## src/rtl/seg7_pkg.sv

```systemverilog
// Shared definitions for the 7-segment display bus: segment bit order,
// the sixteen hex glyphs (common-anode, lit = 0) and monitor state encodings.
package seg7_pkg;

  localparam int SEG_W = 7;

  // Bit positions inside a pattern {g,f,e,d,c,b,a}
  localparam int SEG_A = 0;
  localparam int SEG_B = 1;
  localparam int SEG_C = 2;
  localparam int SEG_D = 3;
  localparam int SEG_E = 4;
  localparam int SEG_F = 5;
  localparam int SEG_G = 6;

  // Glyphs exactly as the counter's encoder drives them
  localparam logic [SEG_W-1:0] SEG_0 = 7'b1000000;
  localparam logic [SEG_W-1:0] SEG_1 = 7'b1111001;
  localparam logic [SEG_W-1:0] SEG_2 = 7'b0100100;
  localparam logic [SEG_W-1:0] SEG_3 = 7'b0110000;
  localparam logic [SEG_W-1:0] SEG_4 = 7'b0011001;
  localparam logic [SEG_W-1:0] SEG_5 = 7'b0010010;
  localparam logic [SEG_W-1:0] SEG_6 = 7'b0000010;
  localparam logic [SEG_W-1:0] SEG_7 = 7'b1111000;
  localparam logic [SEG_W-1:0] SEG_8 = 7'b0000000;
  localparam logic [SEG_W-1:0] SEG_9 = 7'b0010000;
  localparam logic [SEG_W-1:0] SEG_A_GLYPH = 7'b0001000;
  localparam logic [SEG_W-1:0] SEG_B_GLYPH = 7'b0000011;
  localparam logic [SEG_W-1:0] SEG_C_GLYPH = 7'b1000110;
  localparam logic [SEG_W-1:0] SEG_D_GLYPH = 7'b0100001;
  localparam logic [SEG_W-1:0] SEG_E_GLYPH = 7'b0000110;
  localparam logic [SEG_W-1:0] SEG_F_GLYPH = 7'b0001110;

  // SYNC: no trusted reference value yet; RUN: stepping is being checked
  typedef enum logic {
    ST_SYNC = 1'b0,
    ST_RUN  = 1'b1
  } state_e;

endpackage

```

## src/rtl/seg7_decode.sv

```systemverilog
// Combinational 7-segment pattern to hex value decoder with legality flag.
module seg7_decode
  import seg7_pkg::*;
(
  input  logic [SEG_W-1:0] seg_i,
  output logic             legal_o,
  output logic [3:0]       value_o
);

  // Table lookup; anything that is not one of the sixteen glyphs is illegal
  always_comb begin
    legal_o = 1'b1;
    value_o = 4'h0;
    case (seg_i)
      SEG_0:       value_o = 4'h0;
      SEG_1:       value_o = 4'h1;
      SEG_2:       value_o = 4'h2;
      SEG_3:       value_o = 4'h3;
      SEG_4:       value_o = 4'h4;
      SEG_5:       value_o = 4'h5;
      SEG_6:       value_o = 4'h6;
      SEG_7:       value_o = 4'h7;
      SEG_8:       value_o = 4'h8;
      SEG_9:       value_o = 4'h9;
      SEG_A_GLYPH: value_o = 4'hA;
      SEG_B_GLYPH: value_o = 4'hB;
      SEG_C_GLYPH: value_o = 4'hC;
      SEG_D_GLYPH: value_o = 4'hD;
      SEG_E_GLYPH: value_o = 4'hE;
      SEG_F_GLYPH: value_o = 4'hF;
      default:     legal_o = 1'b0;
    endcase
  end

endmodule

```

## src/rtl/seg7_count_monitor.sv

```systemverilog
// In-system checker for an up/down counter's 7-segment bus: synchronizes and
// debounces the pattern, decodes it, tracks direction/pause, flags errors.
module seg7_count_monitor
  import seg7_pkg::*;
#(
  parameter int STABLE_CYCLES = 4,
  parameter int PAUSE_CYCLES  = 64,
  parameter int ERR_W         = 8
) (
  input  logic             clk,
  input  logic             reset,
  input  logic [SEG_W-1:0] seg_in,
  input  logic             clr_err,
  output logic [3:0]       value_out,
  output logic             value_valid,
  output logic             dir_up,
  output logic             dir_down,
  output logic             paused,
  output logic             step_err,
  output logic             illegal_err,
  output logic [ERR_W-1:0] err_count
);

  localparam logic [3:0]  STABLE_TH   = STABLE_CYCLES[3:0];
  localparam logic [15:0] PAUSE_TH    = PAUSE_CYCLES[15:0];
  localparam logic [15:0] PAUSE_TH_M1 = PAUSE_TH - 16'd1;
  localparam logic [ERR_W-1:0] ERR_ONE = {{(ERR_W-1){1'b0}}, 1'b1};

  logic [SEG_W-1:0] s1_q, s2_q;
  logic [3:0]       stab_q, stab_d;
  logic [SEG_W-1:0] acc_pat_q, acc_pat_d;
  logic             acc_vld_q, acc_vld_d;
  state_e           state_q, state_d;
  logic [3:0]       value_q, value_d;
  logic             valid_q, valid_d;
  logic             up_q, up_d, down_q, down_d;
  logic [15:0]      pause_cnt_q, pause_cnt_d;
  logic             paused_q, paused_d;
  logic             step_q, step_d, ill_q, ill_d;
  logic [ERR_W-1:0] err_q, err_d;
  logic             dec_legal;
  logic [3:0]       dec_value;
  logic             accept;

  seg7_decode u_decode (
    .seg_i   (s2_q),
    .legal_o (dec_legal),
    .value_o (dec_value)
  );

  // stab_q = number of consecutive cycles s2 has held its current pattern
  always_comb begin
    stab_d = 4'd1;
    if (s1_q == s2_q) stab_d = (stab_q == 4'hF) ? stab_q : stab_q + 4'd1;
  end

  // A new stable pattern is taken exactly once
  assign accept = (stab_q >= STABLE_TH) && (!acc_vld_q || (s2_q != acc_pat_q));

  // Next-state, direction, pause and error bookkeeping
  always_comb begin
    state_d     = state_q;
    acc_pat_d   = acc_pat_q;
    acc_vld_d   = acc_vld_q;
    value_d     = value_q;
    valid_d     = 1'b0;
    up_d        = up_q;
    down_d      = down_q;
    pause_cnt_d = pause_cnt_q;
    paused_d    = paused_q;
    step_d      = 1'b0;
    ill_d       = 1'b0;
    if (accept) begin
      acc_pat_d   = s2_q;
      acc_vld_d   = 1'b1;
      pause_cnt_d = 16'd0;
      if (dec_legal) begin
        value_d  = dec_value;
        valid_d  = 1'b1;
        paused_d = 1'b0;
        state_d  = ST_RUN;
        if (state_q == ST_RUN) begin
          if (dec_value == value_q + 4'd1) begin
            up_d   = 1'b1;
            down_d = 1'b0;
          end else if (dec_value == value_q - 4'd1) begin
            up_d   = 1'b0;
            down_d = 1'b1;
          end else begin
            step_d = 1'b1;
          end
        end
      end else begin
        ill_d    = 1'b1;
        up_d     = 1'b0;
        down_d   = 1'b0;
        paused_d = 1'b0;
        state_d  = ST_SYNC;
      end
    end else if (state_q == ST_RUN) begin
      if (pause_cnt_q != PAUSE_TH) pause_cnt_d = pause_cnt_q + 16'd1;
      if (pause_cnt_q >= PAUSE_TH_M1) paused_d = 1'b1;
    end else begin
      pause_cnt_d = 16'd0;
      paused_d    = 1'b0;
    end
    err_d = err_q;
    if (clr_err) err_d = '0;
    else if ((step_d || ill_d) && (err_q != '1)) err_d = err_q + ERR_ONE;
  end

  // State and output registers; reset clears everything at once
  always_ff @(posedge clk or negedge reset) begin
    if (!reset) begin
      s1_q        <= '0;
      s2_q        <= '0;
      stab_q      <= '0;
      acc_pat_q   <= '0;
      acc_vld_q   <= 1'b0;
      state_q     <= ST_SYNC;
      value_q     <= '0;
      valid_q     <= 1'b0;
      up_q        <= 1'b0;
      down_q      <= 1'b0;
      pause_cnt_q <= '0;
      paused_q    <= 1'b0;
      step_q      <= 1'b0;
      ill_q       <= 1'b0;
      err_q       <= '0;
    end else begin
      s1_q        <= seg_in;
      s2_q        <= s1_q;
      stab_q      <= stab_d;
      acc_pat_q   <= acc_pat_d;
      acc_vld_q   <= acc_vld_d;
      state_q     <= state_d;
      value_q     <= value_d;
      valid_q     <= valid_d;
      up_q        <= up_d;
      down_q      <= down_d;
      pause_cnt_q <= pause_cnt_d;
      paused_q    <= paused_d;
      step_q      <= step_d;
      ill_q       <= ill_d;
      err_q       <= err_d;
    end
  end

  assign value_out   = value_q;
  assign value_valid = valid_q;
  assign dir_up      = up_q;
  assign dir_down    = down_q;
  assign paused      = paused_q;
  assign step_err    = step_q;
  assign illegal_err = ill_q;
  assign err_count   = err_q;

endmodule

```

## config.mk

```make
export PLATFORM = sky130hd
export DESIGN_NAME = seg7_count_monitor
export DESIGN_NICKNAME = d
export VERILOG_FILES = /design/src/rtl/seg7_pkg.sv /design/src/rtl/seg7_decode.sv /design/src/rtl/seg7_count_monitor.sv
export SDC_FILE = /design/constraint.sdc
export NUM_CORES = 1
export LEC_CHECK = 0
export BUFFER_PORTS_ARGS = -buffer_cell sky130_fd_sc_hd__buf_2
export CAP_MARGIN = 20
export CORE_MARGIN = 5
export CORE_UTILIZATION = 50
export CTS_CLUSTER_SIZE = 28
export DETAILED_ROUTE_END_ITERATION = 10
export GPL_TIMING_DRIVEN = 0
export PLACE_DENSITY = 0.69
export SYNTH_ARGS = -nofsm -noshare
export SYNTH_HDL_FRONTEND = slang
export SYNTH_SLANG_ARGS = --single-unit
```

## constraint.sdc

```tcl
create_clock -name clk -period 3.4 [get_ports clk]
set_input_delay 0.85 -clock clk [delete_from_list [all_inputs] [get_ports clk]]
set_output_delay 0.85 -clock clk [all_outputs]
set_load 0.02 [all_outputs]
```

==> results of run 1 <==
routing by layer:
layer	GRT usage	part of all wire
met1	0.234	0.48
met2	0.267	0.48
met3	0.0525	0.035
met4	0.0622	0.014
met5	0	0
how the worst max path moves through the flow:
stage                       from                  endpoint  slack [ns]
3_3_place_gp   s2_q[5]$_DFF_PN0_  err_count[1]$_DFFE_PN0P_        0.58
3_5_place_dp   s2_q[5]$_DFF_PN0_  err_count[1]$_DFFE_PN0P_        0.49
4_1_cts        s2_q[5]$_DFF_PN0_  err_count[1]$_DFFE_PN0P_        0.47
2_1_floorplan  s2_q[5]$_DFF_PN0_  err_count[1]$_DFFE_PN0P_        0.75
6_report       s2_q[5]$_DFF_PN0_  err_count[1]$_DFFE_PN0P_        0.49
5_1_grt        s2_q[5]$_DFF_PN0_  err_count[1]$_DFFE_PN0P_        0.35
metrics by stage:
| step | std cells | cell area [um2] | power (mW) |
|---|---|---|---|
| floorplan | 310 | 3140 | 0.812 |
| global placement | 411 | 3370 | 0.844 |
| detailed placement | 412 | 3390 | 0.849 |
| CTS | 427 | 3570 | 1.43 |
| global route | 427 | 3570 | 1.48 |
| finish | 427 | 3570 | 1.41 |
power groups by stage:
stage	logic (mW)	registers (mW)	clock network (mW)
floorplan	0.0561	0.756	0
global placement	0.0860	0.758	0
detailed placement	0.0902	0.758	0
CTS	0.0905	0.745	0.592
global route	0.101	0.746	0.635
finish	0.0897	0.745	0.571
state kept, by name, indices dropped and copies added, names as in the netlist:
name / flops
acc_pat_q: 7
acc_vld_q: 1
dir_down: 1
dir_up: 1
err_count: 8
illegal_err: 1
pause_cnt_q: 16
paused: 1
s1_q: 7
s2_q: 7
stab_q: 4
state_q: 1
step_err: 1
value_out: 4
value_valid: 1
logic make-up (layout without fill, tap and decap cells):
family	Yosys count	after routing
AOI/OAI and AO/OA	46	46
adders and majority gates	6	6
muxes	11	11
buffers and inverters	25	67
and+or+nand+nor	122	122
DFF	61	61
xor gates and xnor gates	39	39
layout make-up:
class	count	area [um2]	share of cell area
clock buffer	14	173	0.0484
inverter	11	41.3	0.0116
tap	75	93.8	0.0263
sequential	61	1530	0.428
multi-input combinational	224	1500	0.419
buffer	14	81.3	0.0228
timing repair buffer	27	150	0.0421
clock inverter	1	5.00	0.00140
synth_stat cells, types with 2 or more instances:
library cell and number:
sky130_fd_sc_hd__xor2_1 17, sky130_fd_sc_hd__mux2i_1 3, sky130_fd_sc_hd__nand4_1 6, sky130_fd_sc_hd__or3_1 5, sky130_fd_sc_hd__o21ai_1 4, sky130_fd_sc_hd__nand3_1 15
sky130_fd_sc_hd__ha_1 6, sky130_fd_sc_hd__and3_1 5, sky130_fd_sc_hd__a311oi_1 2, sky130_fd_sc_hd__nor3_1 9, sky130_fd_sc_hd__nor2b_1 3, sky130_fd_sc_hd__xnor2_1 20
sky130_fd_sc_hd__dfrtp_1 61, sky130_fd_sc_hd__buf_6 2, sky130_fd_sc_hd__inv_1 11, sky130_fd_sc_hd__or4_1 2, sky130_fd_sc_hd__nand2_1 19, sky130_fd_sc_hd__nor4_1 5
sky130_fd_sc_hd__buf_2 5, sky130_fd_sc_hd__a31oi_1 2, sky130_fd_sc_hd__nand2b_1 4, sky130_fd_sc_hd__o2bb2ai_1 3, sky130_fd_sc_hd__mux2_2 7, sky130_fd_sc_hd__clkbuf_1 4
sky130_fd_sc_hd__a21oi_1 10, sky130_fd_sc_hd__buf_4 2, sky130_fd_sc_hd__and4bb_1 2, sky130_fd_sc_hd__o21ai_0 10, sky130_fd_sc_hd__o31ai_1 2, sky130_fd_sc_hd__nor2_1 38
sky130_fd_sc_hd__a211oi_1 3
==> results.md, run 1 <==
- The areal power density over the cells is 394 nW/um2.
- Of all nets on the critical path, the largest fanout is 10.
- Buffers placed on the I/O ports in this run total 26.
- The number of antenna violations at the first check in global routing was 0.
- The fraction of the mapped netlist area in adder cells is 0.0239.
- The most common cell after layout, fill and taps aside is sky130_fd_sc_hd__dfrtp_1.
- The share of synthesized area in the top cell type comes to 0.485.
- The net count of the finished layout is between 300 and 400.
- The number of endpoints with negative hold slack in the final report was 0.
- In this run the worst hold path is classified as flip-flop to flip-flop.
- Counting flops with a built-in enable in the synthesized netlist gives 0.
- Setup violations remaining at the end of the flow were counted as 0.
- Yosys printed 0 warnings.
- At the pin with the least slew margin, the transition time is between 0.6 and 0.7 ns.
- The logic gate share of total power is 0.064.
- The maximum level of the CTS H-tree is 3.
- The worst hold path was traced through 0 stages.
- The worst register-to-register path ends at err_count[1]$_DFFE_PN0P_.
- In the layout the commonest cells are sky130_fd_sc_hd__dfrtp_1 (61), sky130_fd_sc_hd__nor2_1 (38), sky130_fd_sc_hd__buf_2 (31).
- By area the synthesized netlist is led by sky130_fd_sc_hd__dfrtp_1 (49%), sky130_fd_sc_hd__xnor2_1 (5.6%), sky130_fd_sc_hd__xor2_1 (4.7%).
- The master cell of the clock root buffer is sky130_fd_sc_hd__clkbuf_8.
- Once detail routing completed, the nets flagged for antenna violations numbered 0.
- Of the total synthesized cell area, the portion taken by AND, OR, NAND and NOR gates is 0.199.
- Before CTS, the worst setup slack after placement is between 0.4 and 0.5 ns.
- The fraction of final layout cells with drive strength greater than 1 is 0.182.
- The largest family of logic cells by synthesized area is simple AND/OR/NAND/NOR gates.
- The number of buffers and inverters on the critical path is 2.
- The setup TNS is 0 ns.
- Summing over every cut layer, the via total after detailed routing is roughly 2,300.
- The via count of the first global-routing pass is 2,294.
- The floorplan has 28 rows.
- The total of flip-flops plus latches after synthesis is 61.
- The worst vdd rail ir drop is 0.000267 V.
- The clock skew after layout is approximately 0.0075 ns.
- The share of flip-flops with an asynchronous set or reset is 1.00.
- Dividing the detail-routed via count by the number of cells gives 5.38.
- The type of the worst setup path is flip-flop to flip-flop.
- The number of maximum-capacitance constraint violations is 0.
- Measured along the y axis, the die boundary spans between 80 and 90 um.
- TritonCTS built the clock tree.
- Averaged over all synthesized cells, the footprint is ~10 um2.
- The number of clock buffers added by TritonCTS is 9.
- The area overhead of the layout relative to synthesis is 13.4%.
- The count of cells resized by post-cts repair is 0.
- Synthesis instantiated between 50 and 60 different standard cells from the library.
- Among all flip-flop cells after synthesis, the most frequent one is sky130_fd_sc_hd__dfrtp_1.
- The floorplan step defined a die boundary enclosing between 7000 and 8000 um2.
- The largest single stage delay on the critical path is between 0.5 and 0.6 ns.
- The final-report max-slew violation count is 0.
- The post-cts hold buffer count is 0.
- In this run the tightest slew margin relative to its limit is 0.575.
- The clock power share is 0.406.
- Data on the critical path is required at its endpoint by about 3.6 ns.
- The largest individual stage delay along the critical path comes from the cell sky130_fd_sc_hd__or4_4.
- Walking the worst path, the cells encountered are buf_4 > nor4b_1 > a21oi_1 > o311a_2 > xnor2_2 > xor2_1 > or4_4 > a31oi_4 > buf_6 > mux2i_1 > nor2_1.
- The worst setup slack for register-to-register paths is approximately 0.49 ns.
- The global route total overflow is 0.
- Setup repair after global routing left no endpoint under its margin.
- The xor-xnor portion of the synthesized cell area is 0.113.
- 0 antenna diodes ended up in the layout.
- The longest clock path from root to sink contains 2 buffers.
- The clock transition at the registers of the reported paths is 0.06 ns.
- The die boundary width is around 90 um.
- The netlist area before placement is roughly 3100 um2.
- The placer congestion estimate is 0.796.
- The multiplexer share of the synthesized area is 0.0394.
- The sequential share of the synthesized area is 0.485.
- The clock period minus final worst setup slack is approximately 2.9 ns.
- The total stage count of the critical path is 11.
- The gate family responsible for the most delay along the worst path is simple AND/OR/NAND/NOR gates.
- The flow ran to the end, and the final reports show no timing, DRC or antenna violations.
- Synthesis produced a netlist whose cell count is 310.
- The setup fix buffers added after clock tree synthesis is 0.
- The worst hold path begins at s1_q[5]$_DFF_PN0_.
- In the post-route analysis, the smallest setup slack over all paths is ~0.49 ns.
- The post-synthesis cell type with the largest combined area is sky130_fd_sc_hd__dfrtp_1.
- The HPWL after detailed placement is 4330 um.
- The total global routing track utilization is 0.174.
- The switching portion of total power is 0.224.
- The standby leakage power is between 1.5 and 2 nW.
- The internal power of the cells is about 1.1 mW.
- The floorplan step defined a core boundary enclosing 6030 um2.
- For this block, the routed nets add up to roughly 6000 um of wire.
- Of the total power, registers draw 0.530.
- The clock net in this run drives a total of 61 sinks.
- The total nets after synthesis is approximately 330.
- Entering global routing, the biggest net connects 35 pins.
- Dividing the detail-routed wire length by the instance count gives about 14 um.
- Measured on the finished design, the core utilization comes to 0.592.
- The endpoint kind of the worst setup timing path is a flip-flop.
- The analysis attributes to net switching a power of 0.316 mW.
- For this run, the detailed router's first-pass iteration total came to 4.
- The compound-cell area share of the yosys netlist is 0.100.
- The effective utilization at floorplan is 0.522.
- The path with the worst hold slack has its endpoint at s2_q[5]$_DFF_PN0_.
- In this run the count of I/O pins placed on the die edge is 28.
- In this run the critical register-to-register path is launched from s2_q[5]$_DFF_PN0_.
- The maximum achievable frequency is ~340 MHz.
- The clock latency on the worst-skew pair is 0.33 ns.
- The layout has between 500 and 600 filler cells.
- For the worst setup path, the data arrival time is slightly above 3 ns.
- Counting cells, the worst reg-to-reg path comes to 11.
- The first global-routing pass estimated roughly 11,000 um of wire.
- Hold timing on the final database bottoms out at a slack of about 0.39 ns.
- For this run, design rule violations remaining after detail routing come to 0.
- The share of the clock period used by the worst path is 0.855.
- The number of DRC violations after detailed-routing iteration 0 is 145.
- STA classifies the critical path startpoint as a flip-flop.
Power figures use the tool's default switching activity.
==> run 2: changes to the inputs <==
--- a/config.mk
+++ b/config.mk
@@ -7,6 +7,7 @@
 export LEC_CHECK = 0
 export BUFFER_PORTS_ARGS = -buffer_cell sky130_fd_sc_hd__buf_2
 export CAP_MARGIN = 20
+export CORE_ASPECT_RATIO = 2
 export CORE_MARGIN = 5
 export CORE_UTILIZATION = 50
 export CTS_CLUSTER_SIZE = 28
==> constraint.sdc (replaced) <==
create_clock -name clk -period 3.4 [get_ports clk]
set_input_delay 0 -clock clk [delete_from_list [all_inputs] [get_ports clk]]
set_output_delay 0 -clock clk [all_outputs]
set_load 0.02 [all_outputs]
==> results.md, run 2 (same netlist as run 1, synthesis figures left out) <==
- The run finished with clean final reports.
- For this run, the total global-route usage over all layers was measured as 0.174.
- In this run the worst path has a maximum fanout of 10.
- The net count of the finished layout is 372.
- Of the available clock period, the critical path in the final layout requires 0.858.
- The type of the worst setup path is flip-flop to flip-flop.
- The maximum buffer depth of the clock tree is 2.
- Summing over every cut layer, the via total after detailed routing is approximately 2,400.
- The setup fix buffers added after clock tree synthesis is 0.
- The first global-routing pass estimated 10,800 um of wire.
- The number of antenna violations at the first check in global routing was 0.
- The worst hold path belongs to the class primary input to flip-flop.
- After layout, the design draws a total of ~1.7 mW.
- The maximum level of the CTS H-tree is 3.
- The first detailed-routing pass ran for 4 iterations.
- The congestion estimate from routability-driven global placement came to 0.850.
- In this run the standard cell core region covers just over 6000 um2.
- The number of antenna repair diodes is 0.
- The global route total overflow is 0.
- STA classifies the critical path endpoint as a flip-flop.
- Including well taps, the total number of placed cells is around 420.
- The remaining antenna violation count after routing is 0.
- The master cell of the clock root buffer is sky130_fd_sc_hd__clkbuf_16.
- Buffers inserted during clock tree synthesis total 9.
- Measured against its own limit, the worst slew margin works out to 0.696.
- The DRC violation count after routing is 0.
- The number of cells on the worst hold path is 2.
- The top cell types in the final layout, fill and taps aside, are sky130_fd_sc_hd__dfrtp_1 (61), sky130_fd_sc_hd__nor2_1 (38), sky130_fd_sc_hd__buf_2 (31).
- The endpoint required time on the critical path is ~3.6 ns.
- The total area of sequential cells is 1530 um2.
- The worst-case IR drop observed on VDD is 0.000362 V.
- The standby leakage power is about 1.7 nW.
- The number of fill cells is 541.
- The final-report max-slew violation count is 0.
- The number of maximum-capacitance constraint violations is 0.
- The initialized floorplan defines 41 standard-cell rows.
- STA classifies the critical path startpoint as a flip-flop.
- Clock-pin slew was measured on the worst setup and hold paths at 0.05 ns.
- The worst path meets setup with around 0.48 ns of slack.
- Entering global routing, the biggest net connects between 40 and 50 pins.
- The via count of the first global-routing pass was 2,344.
- The switching power is between 0.3 and 0.4 mW.
- Of the total power, the clock network draws 0.519.
- The number of DRC violations after detailed-routing iteration 0 is 98.
- Setup total negative slack on the finished layout was measured at 0 ns.
- The count of non-filler cells in the finished layout is 446.
- The transition time at the pin with the least slew margin is approximately 0.46 ns.
- The die is around 66 um wide.
- The count of buffers added on input and output ports is 26.
- The logic gate share of total power is 0.054.
- The clock sink count is 61.
- The area overhead of the layout relative to synthesis is 20.3%.
- The worst endpoint data arrival time is between 3 and 4 ns.
- Of the total power, registers draw 0.427.
- Dividing the detail-routed wire length by the instance count gives 14.0 um.
- Of the total power, the share spent switching nets is 0.212.
- The areal power density over the cells is 462 nW/um2.
- Dividing the detail-routed via count by the number of cells gives between 5 and 6.
- 28 I/O pins were placed.
- The fraction of final layout cells with drive strength greater than 1 is 0.183.
- The final-report setup violation count is 0.
- The register name with the most flops is pause_cnt_q.
- For this run, the top clock speed supported by timing is 343 MHz.
- Prior to clock tree synthesis, the placed netlist has a worst setup slack of ~0.52 ns.
- For the finished layout, the period the worst path requires is 2.92 ns.
- The internal portion of the total power is between 1 and 1.5 mW.
- The effective utilization at floorplan is 0.507.
- TritonCTS built the clock tree.
- Leaving out fill and tap cells, the most frequent cell in the layout is sky130_fd_sc_hd__dfrtp_1.
- The number of endpoints with negative hold slack in the final report came to 0.
- The clock latency on the worst-skew pair is 0.33 ns.
- The wire-length estimate of the detail-placed layout is about 4300 um.
- Setup repair after global routing left no endpoint under its margin.
- Clock skew on the completed layout was measured at slightly below 0.01 ns.
- The height of the die is ~120 um.
- The count of cells resized by post-cts repair is 0.
- The minimum hold slack is ~0.040 ns.
- The flip-flop count of the largest register after layout is 16.
- The floorplan step defined a die boundary enclosing approximately 8100 um2.
- Measured in cells, the most critical reg-to-reg path has a length of 11.
- The area occupied by multi-input gates is around 1500 um2.
- The total wire length is 6250 um.
run 2: cell types whose count changed in the layout (fill, tap and decap cells not counted), sizes merged:
cell         delta
dlygate4sd3     +8
clkinv          +1
clkbuf          -3
clkinvlp        +1
bufinv          +1
run 2: through the flow:
stage	cell area (um2)	utilization
2_1_floorplan	3140	-
3_3_place_gp	3380	0.545
3_5_place_dp	3400	0.548
4_1_cts	3780	0.609
5_1_grt	3780	0.609
6_report	3780	0.609
run 2: worst paths after layout:
kind	end	startpoint	slack, ns
worst max-delay path	err_count[1]$_DFFE_PN0P_	s2_q[5]$_DFF_PN0_	0.48
worst min-delay path	err_count[1]$_DFFE_PN0P_	clr_err	0.04
worst max register to register	err_count[1]$_DFFE_PN0P_	s2_q[5]$_DFF_PN0_	0.48
worst min register to register	s2_q[1]$_DFF_PN0_	s1_q[1]$_DFF_PN0_	0.39
max in group asynchronous	s2_q[5]$_DFF_PN0_	reset	2.67
min in group asynchronous	dir_up$_DFFE_PN0P_	reset	0.15
run 2: cell type report:
cell class | count | share of cell area
clock buffers | 11 | 0.0668
multi-input cells | 224 | 0.395
repair buffers | 35 | 0.0609
well taps | 86 | 0.0284
inverters | 11 | 0.0109
plain buffers | 14 | 0.0215
clock inverters | 4 | 0.0126
flip-flops and latches | 61 | 0.404
run 2: routing by layer:
layer / share of wire / GRT usage / up-vias
met4: 0.023 / 0.0789 / 0
met1: 0.43 / 0.218 / 1168
li1: - / - / 1174
met2: 0.50 / 0.270 / 49
met5: 0 / 0 / -
met3: 0.042 / 0.0563 / 12
run 2: timing repair:
| action | CTS | global route |
|---|---|---|
| setup endpoints to repair | 0 | 0 |
| hold buffers | 8 | 0 |
| endpoints found under the hold margin | 25 | 0 |
run 2: power by group through the flow:
stage	Clock [mW]	Sequential [mW]	Combinational, mW
5_1_grt	0.967	0.747	0.107
6_report	0.906	0.746	0.0949
4_1_cts	0.924	0.746	0.0962
3_3_place_gp	0	0.758	0.0842
2_1_floorplan	0	0.756	0.0561
3_5_place_dp	0	0.758	0.0889
run 2: critical path: stages (launching register included):
cell and delay (ns):
sky130_fd_sc_hd__dfrtp_1 0.35, sky130_fd_sc_hd__buf_4 0.16, sky130_fd_sc_hd__nor4b_1 0.30, sky130_fd_sc_hd__a21oi_1 0.09, sky130_fd_sc_hd__o311a_2 0.39, sky130_fd_sc_hd__xnor2_2 0.17
sky130_fd_sc_hd__xor2_1 0.16, sky130_fd_sc_hd__or4_4 0.53, sky130_fd_sc_hd__a31oi_4 0.21, sky130_fd_sc_hd__buf_6 0.17, sky130_fd_sc_hd__mux2i_1 0.18, sky130_fd_sc_hd__nor2_1 0.05
==> run 3: changes to the inputs <==
--- a/config.mk
+++ b/config.mk
@@ -9,11 +9,10 @@
 export CAP_MARGIN = 20
 export CORE_ASPECT_RATIO = 2
 export CORE_MARGIN = 5
-export CORE_UTILIZATION = 50
+export CORE_UTILIZATION = 25
 export CTS_CLUSTER_SIZE = 28
 export DETAILED_ROUTE_END_ITERATION = 10
 export GPL_TIMING_DRIVEN = 0
-export PLACE_DENSITY = 0.69
 export SYNTH_ARGS = -nofsm -noshare
 export SYNTH_HDL_FRONTEND = slang
 export SYNTH_SLANG_ARGS = --single-unit
==> results.md, run 3 (same netlist as run 1, synthesis figures left out) <==
- Clock tree synthesis selected as its root buffer the cell sky130_fd_sc_hd__clkbuf_16.
- The cell family contributing the most delay on the critical path is simple AND/OR/NAND/NOR gates.
- The DRC violation count after routing is 0.
- The layout net count is between 300 and 400.
- Setup total negative slack on the finished layout was measured at 0 ns.
- The part of the total power dissipated in sequential elements is 0.395.
- Clock tree synthesis inserted a total of 9 buffers.
- The signal on the critical path passes through buf_4 > nor3_1 > o21ai_1 > nand2_1 > xor2_2 > xnor2_1 > or4_4 > a31oi_4 > buf_6 > mux2i_1 > nor2_1.
- The master of the slowest instance on the critical path is sky130_fd_sc_hd__or4_4.
- Of the total power, the share spent switching nets is 0.204.
- STA classifies the critical path startpoint as a flip-flop.
- For this run, the share of the core covered by cells in the final layout is 0.312.
- Setup repair after global routing left no endpoint under its margin.
- The final-report max-slew violation count is 0.
- In this run the worst path has a maximum fanout of 10.
- The clock latency on the worst-skew pair is between 0.3 and 0.4 ns.
- The number of DRC violations after detailed-routing iteration 0 is 66.
- The largest net degree at the start of global routing is just over 40.
- Across the routed clock network, the largest skew measured is ~0.007 ns.
- The number of buffers and inverters on the critical path is 2.
- The maximum buffer depth of the clock tree is 2.
- The logic gate share of total power is 0.052.
- The area of the core is ~12,000 um2.
- After global routing the overflow that remains totals 0.
- The areal power density over the cells is about 480 nW/um2.
- In this run the worst setup path begins at s2_q[5]$_DFF_PN0_.
- Dividing the final minimum period by the clock period gives 0.856.
- The placer congestion estimate is ~0.77.
- The maximum achievable frequency is around 340 MHz.
- The area overhead of the layout relative to synthesis is 24.0%.
- Subtracting the final worst setup slack from the clock period gives slightly below 3 ns.
- The first-pass GRT wire length is about 12,000 um.
- The remaining antenna violation count after routing is 0.
- The overall via count from detail_route is 2,418.
- The multi-input combinational cells in the finished layout cover a total of ~1500 um2.
- Data arrives at the worst endpoint at about 3.1 ns.
- The internal power of the cells totals 1.50 mW.
- The setup check on the worst reg-to-reg path leaves a slack of slightly below 0.5 ns.
- Setup violations remaining at the end of the flow were counted as 0.
- In this run the critical register-to-register path is launched from s2_q[5]$_DFF_PN0_.
- For this run, the total global-route usage over all layers was measured as 0.105.
- The number of antenna repair diodes is 0.
- Max-cap violations in this run came to 0.
- At the worst endpoint, the required time is approximately 3.6 ns.
- The clock sink count is 61.
- TritonCTS built the clock tree.
- Dividing the detail-routed via count by the number of cells gives ~4.8.
- In this run the power spent charging and discharging nets is about 0.39 mW.
- Before CTS, the worst setup slack after placement is between 0.5 and 0.6 ns.
- With fillers left out, the area of the finished cells amounts to between 3000 and 4000 um2.
- The endpoint kind of the worst setup timing path is a flip-flop.
- The H-tree generated during clock tree synthesis spans 3 levels.
- The library cell used most frequently in the layout, excluding fill and tap cells, is sky130_fd_sc_hd__dfrtp_1.
- The height of the die is around 170 um.
- The path depth of the worst reg2reg path is 11.
- The worst-case IR drop observed on VDD is around 0.00033 V.
- The worst hold path belongs to the class primary input to flip-flop.
- The setup fix buffers added after clock tree synthesis is 0.
- The via count of the first global-routing pass is about 2,600.
- The die is around 89 um wide.
- The detail-routed net length per standard cell is 14.3 um.
- The placed instances occupy a cell area of around 3500 um2.
- The transition time at the pin with the least slew margin is 0.538 ns.
- The floorplan row count is 58.
- The die covers between 15,000 and 20,000 um2.
- The headroom to the max-slew limit is 0.641.
- The effective utilization at floorplan is 0.252.
- The top cell types in the final layout, fill and taps aside, are sky130_fd_sc_hd__dfrtp_1 (61), sky130_fd_sc_hd__nor2_1 (38), sky130_fd_sc_hd__buf_2 (31).
- The worst register-to-register path ends at err_count[1]$_DFFE_PN0P_.
- The number of antenna violations at the first check in global routing came to 0.
- The fraction of final layout cells with drive strength greater than 1 is 0.181.
- Once routing completed, OpenROAD measured the worst setup slack at between 0.4 and 0.5 ns.
- The first TritonRoute pass finished after 4 iterations.
- The clock transition at the registers of the reported paths is approximately 0.05 ns.
- The number of port buffers is 26.
- The run finished with clean final reports.
- The HPWL after detailed placement is ~5400 um.
- The setup path with the least slack is of type flip-flop to flip-flop.
- The total area of sequential cells is roughly 1500 um2.
- The number of gates resized after CTS was 0.
- The share of total power dissipated in the clock network is 0.553.
- The total stage count of the critical path is 11.
- The register name with the most flops is pause_cnt_q.
- The number of fill cells is roughly 1,300.
- The analysis attributes to cell leakage a power of approximately 1.7 nW.
- Pin placement for this block handled 28 I/O pins.
- The register with the most flip-flops in the layout has 16 of them.
- The most critical setup path has its endpoint at err_count[1]$_DFFE_PN0P_.
- The number of endpoints with negative hold slack in the final report came to 0.
- The largest single stage delay on the critical path is between 0.5 and 0.6 ns.
- The total wire length is around 7300 um.
[run 3: what timing repair did]
action,CTS,global route
endpoints found under the setup margin,0,0
hold endpoints to repair,28,0
hold buffers,8,0
[run 3: worst min path at each step]
stage / cells after the start / start / endpoint
floorplan: 0 / reset / acc_pat_q[0]$_DFFE_PN0P_
CTS: 2 / clr_err / err_count[0]$_DFFE_PN0P_
global route: 2 / clr_err / err_count[0]$_DFFE_PN0P_
finish: 2 / clr_err / err_count[1]$_DFFE_PN0P_
detailed placement: 1 / reset / pause_cnt_q[1]$_DFFE_PN0P_
global placement: 1 / seg_in[5] / s1_q[5]$_DFF_PN0_
[run 3: power groups by stage]
stage	logic (mW)	registers [mW]	clock network (mW)
2_1_floorplan	0.0561	0.756	0
3_3_place_gp	0.0879	0.759	0
3_5_place_dp	0.0919	0.759	0
4_1_cts	0.0993	0.746	1.06
5_1_grt	0.109	0.747	1.10
6_report	0.0976	0.747	1.05
[run 3: through the flow]
stage	std cells	hold slack, ns	power, mW
after global placement	486	0.110	0.847
after detailed placement	487	0.0206	0.851
after CTS	509	0.0430	1.91
after global routing	509	0.0544	1.95
after floorplan	310	-0.296	0.812
final	509	0.0445	1.89
[run 3: final cells by class]
class | count | area share
inverter | 11 | 0.0106
tap | 150 | 0.0481
clock inverter | 4 | 0.0250
sequential | 61 | 0.392
clock buffer | 10 | 0.0613
timing repair buffer | 35 | 0.0591
buffer | 14 | 0.0209
multi-input combinational | 224 | 0.384
[run 3: per-layer routing]
layer / track usage / routed length [um] / up-vias / share of wire
li1: - / - / 1172 / -
met1: 0.0995 / 2600 / 1182 / 0.36
met2: 0.198 / 4170 / 45 / 0.58
met3: 0.0253 / 239 / 19 / 0.033
met4: 0.0531 / 244 / 0 / 0.034
met5: 0 / 0 / - / 0
